==> config.mk <==
export PLATFORM = sky130hd
export DESIGN_NAME = sample_round_scheduler
export DESIGN_NICKNAME = d
export VERILOG_FILES = /design/src/rtl/sample_round_scheduler.sv
export SDC_FILE = /design/constraint.sdc
export NUM_CORES = 1
export LEC_CHECK = 0
export ABC_AREA = 0
export BUFFER_PORTS_ARGS = -buffer_cell sky130_fd_sc_hd__clkbuf_2
export CORE_MARGIN = 5
export CORE_UTILIZATION = 59
export CTS_BUF_LIST = sky130_fd_sc_hd__clkbuf_4
export DETAILED_ROUTE_END_ITERATION = 10
export PLACE_DENSITY = 0.88
export SYNTH_ARGS = -nofsm -noshare
export SYNTH_HDL_FRONTEND = slang
export SYNTH_SLANG_ARGS = --single-unit
==> constraint.sdc <==
create_clock -name clk -period 9.79 [get_ports clk]
set_clock_uncertainty 0.15 [all_clocks]
set_input_delay 1.958 -clock clk [delete_from_list [all_inputs] [get_ports clk]]
set_output_delay 1.958 -clock clk [all_outputs]
set_load 0.02 [all_outputs]
==> src/rtl/sample_round_scheduler.sv <==
// sample_round_scheduler: round-robin arbiter that shares one sample-burst
// sequencer among NUM_REQ requesters. Each grant emits numbered sample strobes
// for the winner, pulses that requester's done, then enforces an idle gap.
module sample_round_scheduler #(
  parameter int NUM_REQ    = 4,
  parameter int OWNER_W    = 2,
  parameter int SAMPLE_W   = 16,
  parameter int MAX_LEN    = 64,
  parameter int GAP_CYCLES = 2
) (
  input  logic                          clk,
  input  logic                          reset,
  input  logic [NUM_REQ-1:0]            req,
  input  logic [NUM_REQ*SAMPLE_W-1:0]   burst_len,
  output logic [NUM_REQ-1:0]            grant,
  output logic                          busy,
  output logic                          sample_valid,
  output logic [SAMPLE_W-1:0]           sample_index,
  output logic [OWNER_W-1:0]            sample_owner,
  output logic [NUM_REQ-1:0]            done,
  output logic [31:0]                   burst_count
);

  typedef enum logic [1:0] {
    IDLE = 2'd0,
    RUN  = 2'd1,
    GAP  = 2'd2
  } state_t;

  // The gap counter holds GAP_CYCLES-1 down to 0, so it never needs more bits
  // than it takes to represent GAP_CYCLES-1.
  localparam int GAP_W = (GAP_CYCLES > 1) ? $clog2(GAP_CYCLES) : 1;
  localparam logic [SAMPLE_W-1:0] MAX_LEN_S = SAMPLE_W'(MAX_LEN);
  localparam logic [GAP_W-1:0]    GAP_LOAD  = GAP_W'((GAP_CYCLES > 0) ? GAP_CYCLES - 1 : 0);

  state_t               state_q, state_n;
  logic [OWNER_W-1:0]   ptr_q, ptr_n;
  logic [SAMPLE_W-1:0]  len_q, len_n;
  logic [GAP_W-1:0]     gap_q, gap_n;

  logic [NUM_REQ-1:0]   grant_n;
  logic                 busy_n;
  logic                 sample_valid_n;
  logic [SAMPLE_W-1:0]  sample_index_n;
  logic [OWNER_W-1:0]   sample_owner_n;
  logic [NUM_REQ-1:0]   done_n;
  logic [31:0]          burst_count_n;

  logic                 win_found;
  logic [OWNER_W-1:0]   win_idx;
  logic [SAMPLE_W-1:0]  win_len_raw;
  logic [SAMPLE_W-1:0]  win_len;
  logic [OWNER_W-1:0]   win_next_ptr;
  logic                 last_cycle;

  // Rotating priority search: the first asserted req at or after ptr_q wins.
  always_comb begin
    // NOTE: every combinational output gets a default first so no path leaves
    // it unassigned, which would otherwise infer a latch.
    win_found = 1'b0;
    win_idx   = '0;
    for (int i = 0; i < NUM_REQ; i++) begin
      if (!win_found && req[(int'(ptr_q) + i) % NUM_REQ]) begin
        win_found = 1'b1;
        win_idx   = OWNER_W'((int'(ptr_q) + i) % NUM_REQ);
      end
    end
  end

  // Winner's burst length (clamped) and the rotated pointer for the next round.
  always_comb begin
    win_len_raw  = burst_len[int'(win_idx)*SAMPLE_W +: SAMPLE_W];
    win_len      = (win_len_raw > MAX_LEN_S) ? MAX_LEN_S : win_len_raw;
    win_next_ptr = (win_idx == OWNER_W'(NUM_REQ - 1)) ? '0 : win_idx + 1'b1;
    // A zero-length burst still occupies one RUN cycle, then completes.
    last_cycle   = (len_q == '0) || (sample_index == len_q - 1'b1);
  end

  // Next-state and next-output logic; every output is registered below.
  always_comb begin
    state_n        = state_q;
    ptr_n          = ptr_q;
    len_n          = len_q;
    gap_n          = gap_q;
    grant_n        = grant;
    sample_valid_n = sample_valid;
    sample_index_n = sample_index;
    sample_owner_n = sample_owner;
    done_n         = '0;
    burst_count_n  = burst_count;

    unique case (state_q)
      IDLE: begin
        if (win_found) begin
          state_n        = RUN;
          ptr_n          = win_next_ptr;
          len_n          = win_len;
          grant_n        = NUM_REQ'(1) << win_idx;
          sample_owner_n = win_idx;
          sample_index_n = '0;
          sample_valid_n = (win_len != '0);
        end
      end
      RUN: begin
        if (last_cycle) begin
          grant_n        = '0;
          sample_valid_n = 1'b0;
          sample_index_n = '0;
          done_n         = grant;
          burst_count_n  = burst_count + 32'd1;
          gap_n          = GAP_LOAD;
          state_n        = (GAP_CYCLES == 0) ? IDLE : GAP;
        end else begin
          sample_index_n = sample_index + 1'b1;
        end
      end
      GAP: begin
        if (gap_q == '0) begin
          state_n = IDLE;
        end else begin
          gap_n = gap_q - 1'b1;
        end
      end
      default: begin
        state_n = IDLE;
      end
    endcase

    busy_n = (grant_n != '0) || (state_n == GAP);
  end

  // State and output registers with synchronous reset.
  always_ff @(posedge clk) begin
    // NOTE: sequential state uses non-blocking assignments so every register
    // updates from the same pre-edge values regardless of statement order.
    if (reset) begin
      state_q      <= IDLE;
      ptr_q        <= '0;
      len_q        <= '0;
      gap_q        <= '0;
      grant        <= '0;
      busy         <= 1'b0;
      sample_valid <= 1'b0;
      sample_index <= '0;
      sample_owner <= '0;
      done         <= '0;
      burst_count  <= '0;
    end else begin
      state_q      <= state_n;
      ptr_q        <= ptr_n;
      len_q        <= len_n;
      gap_q        <= gap_n;
      grant        <= grant_n;
      busy         <= busy_n;
      sample_valid <= sample_valid_n;
      sample_index <= sample_index_n;
      sample_owner <= sample_owner_n;
      done         <= done_n;
      burst_count  <= burst_count_n;
    end
  end

endmodule

== Word level (Yosys, flattened, before mapping) ==
Index checks and enable logic that the tools add are counted.

* Input port bits: 70
* Register bits after elaboration: 81
* Logic and storage cells: 98

* Bitwise gates (word level): 5
* Add/sub/neg operators: 8
* Order comparisons: 5
* Muxes and demuxes: 37
* Shift operators: 2
* Reduce and logical (&&, ||, !) cells: 23
* Eq/ne operators: 7

{| class="wikitable"
|+ Operator list
! cell !! number
|-
| $shiftx A64 B7 Y16 || 1
|-
| $mux W16 || 3
|-
| $add A32 B1 Y32 const B || 1
|-
| $pmux W16 S2 || 1
|-
| $add A16 B1 Y16 const B || 1
|-
| $eq A16 B16 Y1 || 1
|-
| $gt A16 B7 Y1 const B || 1
|-
| $logic_not A16 Y1 || 1
|-
| $mux W2 || 8
|-
| $reduce_bool A16 Y1 || 1
|-
| $sub A16 B1 Y16 const B || 1
|-
| $mux W1 || 15
|-
| $lt A3 B4 Y1 const B || 3
|-
| $bmux W1 S2 || 4
|-
| $mux W4 || 2
|-
| $pmux W4 S2 || 1
|-
| $reduce_and A2 Y1 || 4
|-
| $eq A2 B2 Y1 const B || 3
|-
| $pmux W2 S3 || 1
|-
| $reduce_or A2 Y1 || 3
|-
| $add A2 B1 Y2 const B || 2
|-
| $add A2 B2 Y2 const B || 2
|-
| $ne A2 B2 Y1 const B || 2
|-
| $pmux W1 S2 || 2
|-
| other kinds (14) || 23
|}

== Depth between registers and ports, before layout ==
* Word-level depth: 20
* Gate-level depth with buffers: 11

== Worst setup path before layout ==
OpenSTA, ideal clock, no wires.

* Path type: input port to flip-flop
* Start point: input port req[0]
* End point: register busy
* Stages on the path: 10
* Arrival: 4,032 ps
* Path buffers: 2
* Setup slack: 5,470 ps
* Cells stage by stage: a21oi_1 o21ai_0 o2bb2a_1 clkbuf_1 clkbuf_1 inv_1 ha_1 o41ai_1 o211a_1 a31oi_1

* Longest elaborated chain between the ends: 17
* Elaborated cells on any way between the ends: 33
* Classes of those cells: 1 x eq/ne; 1 x shift; 23 x mux; 8 x reduce/logical

{| class="wikitable"
|+ Ends and longest elaborated chain
! element !! RTL line !! RTL
|-
| from (decl) || 13 || <nowiki>input logic [NUM_REQ-1:0] req,</nowiki>
|-
| $bmux W1 S2 || 63 || <nowiki>if (!win_found && req[(int'(ptr_q) + i) % NUM_REQ]) begin</nowiki>
|-
| $mux W1 (implied by the code) || 63 ||
|-
| $mux W1 || 63 ||
|-
| $logic_not A1 Y1 || 63 ||
|-
| $logic_and A1 B1 Y1 || 63 ||
|-
| $mux W1 || 63 ||
|-
| $logic_not A1 Y1 || 63 ||
|-
| $logic_and A1 B1 Y1 || 63 ||
|-
| [2 not listed] || n/a ||
|-
| $logic_and A1 B1 Y1 || 63 ||
|-
| $mux W2 (*) || 63 ||
|-
| via win_idx[1] || 50 || <nowiki>logic [OWNER_W-1:0] win_idx;</nowiki>
|-
| $shl A1 B2 Y4 (*) || 98 || <nowiki>grant_n = NUM_REQ'(1) << win_idx;</nowiki>
|-
| $mux W4 (*) || 94 || <nowiki>if (win_found) begin</nowiki>
|-
| $pmux W4 S2 (*) || 92 || <nowiki>unique case (state_q)</nowiki>
|-
| $reduce_bool A4 Y1 (*) || 129 || <nowiki>busy_n = (grant_n != '0) || (state_n == GAP);</nowiki>
|-
| $logic_or A1 B1 Y1 (*) || 129 ||
|-
| to (signal assigned) || 154 || <nowiki>busy <= busy_n;</nowiki>
|-
| to (decl) || 16 || <nowiki>output logic busy,</nowiki>
|}

Mark *: on every way through the listed nets, which the timed path passes. The rest lies on a longest branch. The select of a mux whose other input is x is not followed.
A chain may end at the register's enable or synchronous reset.

== Worst setup path after layout ==
* Start point: input port req[0]
* End point: register grant[3]

* Longest elaborated chain between the ends: 15
* Elaborated cells on any way between the ends: 28
* Classes of those cells: 1 x shift; 21 x mux; 6 x reduce/logical

{| class="wikitable"
|+ Ends and longest elaborated chain
! element !! RTL line !! RTL
|-
| $bmux W1 S2 || 63 ||
|-
| $mux W1 (implied by the code) || 63 ||
|-
| $mux W1 || 63 ||
|-
| $logic_not A1 Y1 || 63 ||
|-
| $logic_and A1 B1 Y1 || 63 ||
|-
| $mux W1 || 63 ||
|-
| $logic_not A1 Y1 || 63 ||
|-
| $logic_and A1 B1 Y1 || 63 ||
|-
| $mux W1 || 63 ||
|-
| $logic_not A1 Y1 || 63 ||
|-
| $logic_and A1 B1 Y1 || 63 ||
|-
| $mux W2 || 63 ||
|-
| $shl A1 B2 Y4 || 98 ||
|-
| $mux W4 (*) || 94 ||
|-
| $pmux W4 S2 (*) || 92 ||
|-
| to (signal assigned) || 153 || <nowiki>grant <= grant_n;</nowiki>
|-
| to (decl) || 15 || <nowiki>output logic [NUM_REQ-1:0] grant,</nowiki>
|}

Mark *: on every way between the ends. The rest lies on a longest branch, timed or not. The select of a mux whose other input is x is not followed.

==> impl_metrics.tcl <==
set metrics [dict create \
    status "finished clean" \
    crit_path_start "req[0]" \
    critPathKind "input pin to flop" \
    rr_startpoint "len_q[0]" \
    grt_max_degree 75 \
    grt_pass1_vias 4905 \
    maxCapViolCount 0 \
    crit_path_cell_trace "clkbuf_2, nor4_1, a21oi_1, nand2_1, o21a_1, nand2_2, o31ai_1" \
    numPortBuffers 129 \
    ctsHoldBuffers 0 \
    multiInputGateArea_sq_um 2940 \
    fp-row-count 32 \
    clk_pin_slew_ns 0.13 \
    fmax_mhz 242 \
    min_from "sample_owner[1]" \
    ys_warn_count 0 \
    drt_pre_antenna_iters 6 \
    hold_slack_ns 0.326 \
    critPathArrivalTime_ns 4.33 \
    nNetsFinal 764 \
    ant_nets 0 \
    fillerInstances 639 \
    rsz0062_at_grt "no" \
    min_path_cells 2 \
    power_density_nw_per_um2 124 \
    gp_congestion 0.926 \
    final_util_pct 71.1 \
    peakVddDrop_v 0.0000771 \
    r2r-end "burst_count[8]" \
    grt_pass1_wl_mm 22.3 \
    synth_cell_types 63 \
    overflow 0 \
    clkLatencyLatePin_ns 0.45 \
    wl_per_cell_um 17.3 \
    cts_tree "done" \
    yosysSeqAreaShare_pct 34.0 \
    htreeDepth 3 \
    post-dp-hpwl_mm 10.1 \
    setup_viol 0 \
    cts_resized 0 \
    layout-drive-gt1-share_pct 24.2 \
    slew_violations 0 \
    post-place-ws_ns 5.28 \
    ys_seq_elements 81 \
    start_kind "input pin" \
    drc 0 \
    crit_fanout 19 \
    synthesis.nets 656 \
    cpPeakStageDelay_ns 0.66 \
    r2r_cells 10 \
    synth.avg_cell_area_sq_um 8.26 \
    io_pins 130 \
    setup_ws_ns 5.66 \
    cts-root-buf "clkbuf_4" \
    critPathRequiredTime_ns 10.00 \
    cp_top_family "simple AND/OR/NAND/NOR gates" \
    clk_path_buf_depth 2 \
    syn_to_final_growth_pct 16.3 \
    synth_edf_count 0 \
    p_leak_nw 2.22 \
    post-cts-setup-buffers 0 \
    drt-initial-drc-count 366 \
    vias 5071 \
    cpMaxStageDelayCell "nor4_1" \
    critical_path_buf_inv_count 1 \
    grtUsageTotal_pct 27.0 \
    floorplan.initialDensity_pct 61.1 \
    hold_viol 0 \
    fin_crit_sh_pct 42.1 \
    end_kind "flop" \
    hold_end "sample_owner[1]" \
    antenna_found_initial 0 \
    core_sq_um 7810 \
    clkSinkCount 81 \
    syn_area_sq_um 4770 \
    slew_headroom_pct 16.5 \
    setup_tns_ns 0 \
    r2r_setup_slack_ns 5.94 \
    cts_buffers 9 \
    die_h_um 99.9 \
    drt_wl_total_mm 13.7 \
    async_flop_share_pct 0 \
    die_area_sq_um 9990 \
    regArea_sq_um 1620 \
    worstMarginPinSlew_ns 1.24 \
    antenna_cells 0 \
    layout_min_cycle_time_ns 4.13 \
    die_x_um 99.9 \
    vias_per_cell 6.39 \
    synth_cells 578 \
    min_path_type "flop to flop" \
    ys.flop_type "dfxtp_1" \
]
==> worst min-delay path, delay by kind of cell (launching register included) <==
kind,cells,cell delay (ns)
AND/OR/NAND/NOR,1,0.05
flip-flops,1,0.34
AO/OA/AOI/OAI,1,0.06
==> synth_stat cells (7+ instances only) <==
master	count	area, sq um
a21oi_1	42	210
and3_1	21	131
clkbuf_1	30	113
dfxtp_1	81	1620
ha_1	8	100
inv_1	21	78.8
mux2i_1	22	220
nand2_1	40	150
nand3_1	24	120
nand4_1	16	100
nor2_1	35	131
nor2b_1	8	50.1
nor3_1	24	120
nor4_1	20	125
o21ai_0	15	75.1
o31ai_1	24	180
or3_1	7	43.8
or4_1	27	203
xnor2_1	9	78.8
xor2_1	18	158
==> layout make-up <==
class,instances,share of cell area (%)
tap,102,2.30
sequential,81,29.2
clock inverter,6,0.631
timing repair buffer,133,12.2
inverter,21,1.42
clock buffer,10,1.35
multi-input combinational,440,52.9
==> where the power goes <==
part	leakage [nW]	internal, mW	switching (mW)
Combinational	1.51	0.0587	0.106
Sequential	0.655	0.340	0.00991
Clock	0.0535	0.0528	0.122
Total	2.22	0.452	0.237
==> placed cells by master (no fill, tap or decap), drive strengths merged, types with 5 or more instances in the layout <==
master,n
ha,8
nor3,25
inv,21
nand4,16
xor2,18
and3,21
dfxtp,81
xnor2,9
a41oi,7
a31oi,6
or4,31
nor2,35
nor4,23
nor2b,8
o21ai,15
o31ai,26
or3,7
nand3,24
clkbuf,139
nand2,41
mux2i,22
a21oi,42
a22o,5
==> through the flow <==
stage               instance area [sq um]  power [mW]  instances
finish                               5550       0.689        793
global route                         5550       0.719        793
CTS                                  5550       0.687        793
detailed placement                   5440       0.519        777
global placement                     5440       0.513        777
floorplan                            4770       0.469        578
==> per-layer routing <==
metal / part of all wire (%) / GRT usage (%) / routed length (um) / vias up
met3: 7.5 / 6.18 / 1030 / 29
met4: 2.8 / 11.8 / 379 / 0
met1: 41 / 31.7 / 5610 / 2386
met2: 49 / 47.0 / 6710 / 237
li1: - / - / - / 2419
met5: 0 / 0 / 0 / -
==> worst max-delay path by stage <==
| stage | endpoint | depth (start not counted) | slack, ns |
|---|---|---|---|
| final | grant[3] | 7 | 5.66 |
| after global routing | busy | 9 | 5.52 |
| after CTS | busy | 9 | 5.74 |
| after detailed placement | grant[3] | 7 | 5.28 |
| after global placement | busy | 9 | 5.42 |
| after floorplan | busy | 10 | 5.47 |
==> registers in the layout (all words and copies together) (netlist names) <==
register      flops
grant             4
sample_index     16
sample_owner      2
sample_valid      1
busy              1
len_q            16
done              4
ptr_q             2
gap_q             1
burst_count      32
state_q           2
==> cells by family (layout without fill, tap and decap cells) <==
logic type / Yosys count / count (layout) / share of synthesized area [%]
buffers and inverters: 57 / 170 / 4.85
xor gates and xnor gates: 27 / 27 / 4.95
adders and majority gates: 8 / 8 / 2.10
and+or+nand+nor: 245 / 245 / 29.2
DFF: 81 / 81 / 34.0
muxes: 26 / 26 / 5.56
AOI/OAI and AO/OA: 134 / 134 / 19.4
No activity file was read; power rests on OpenSTA's default activity.
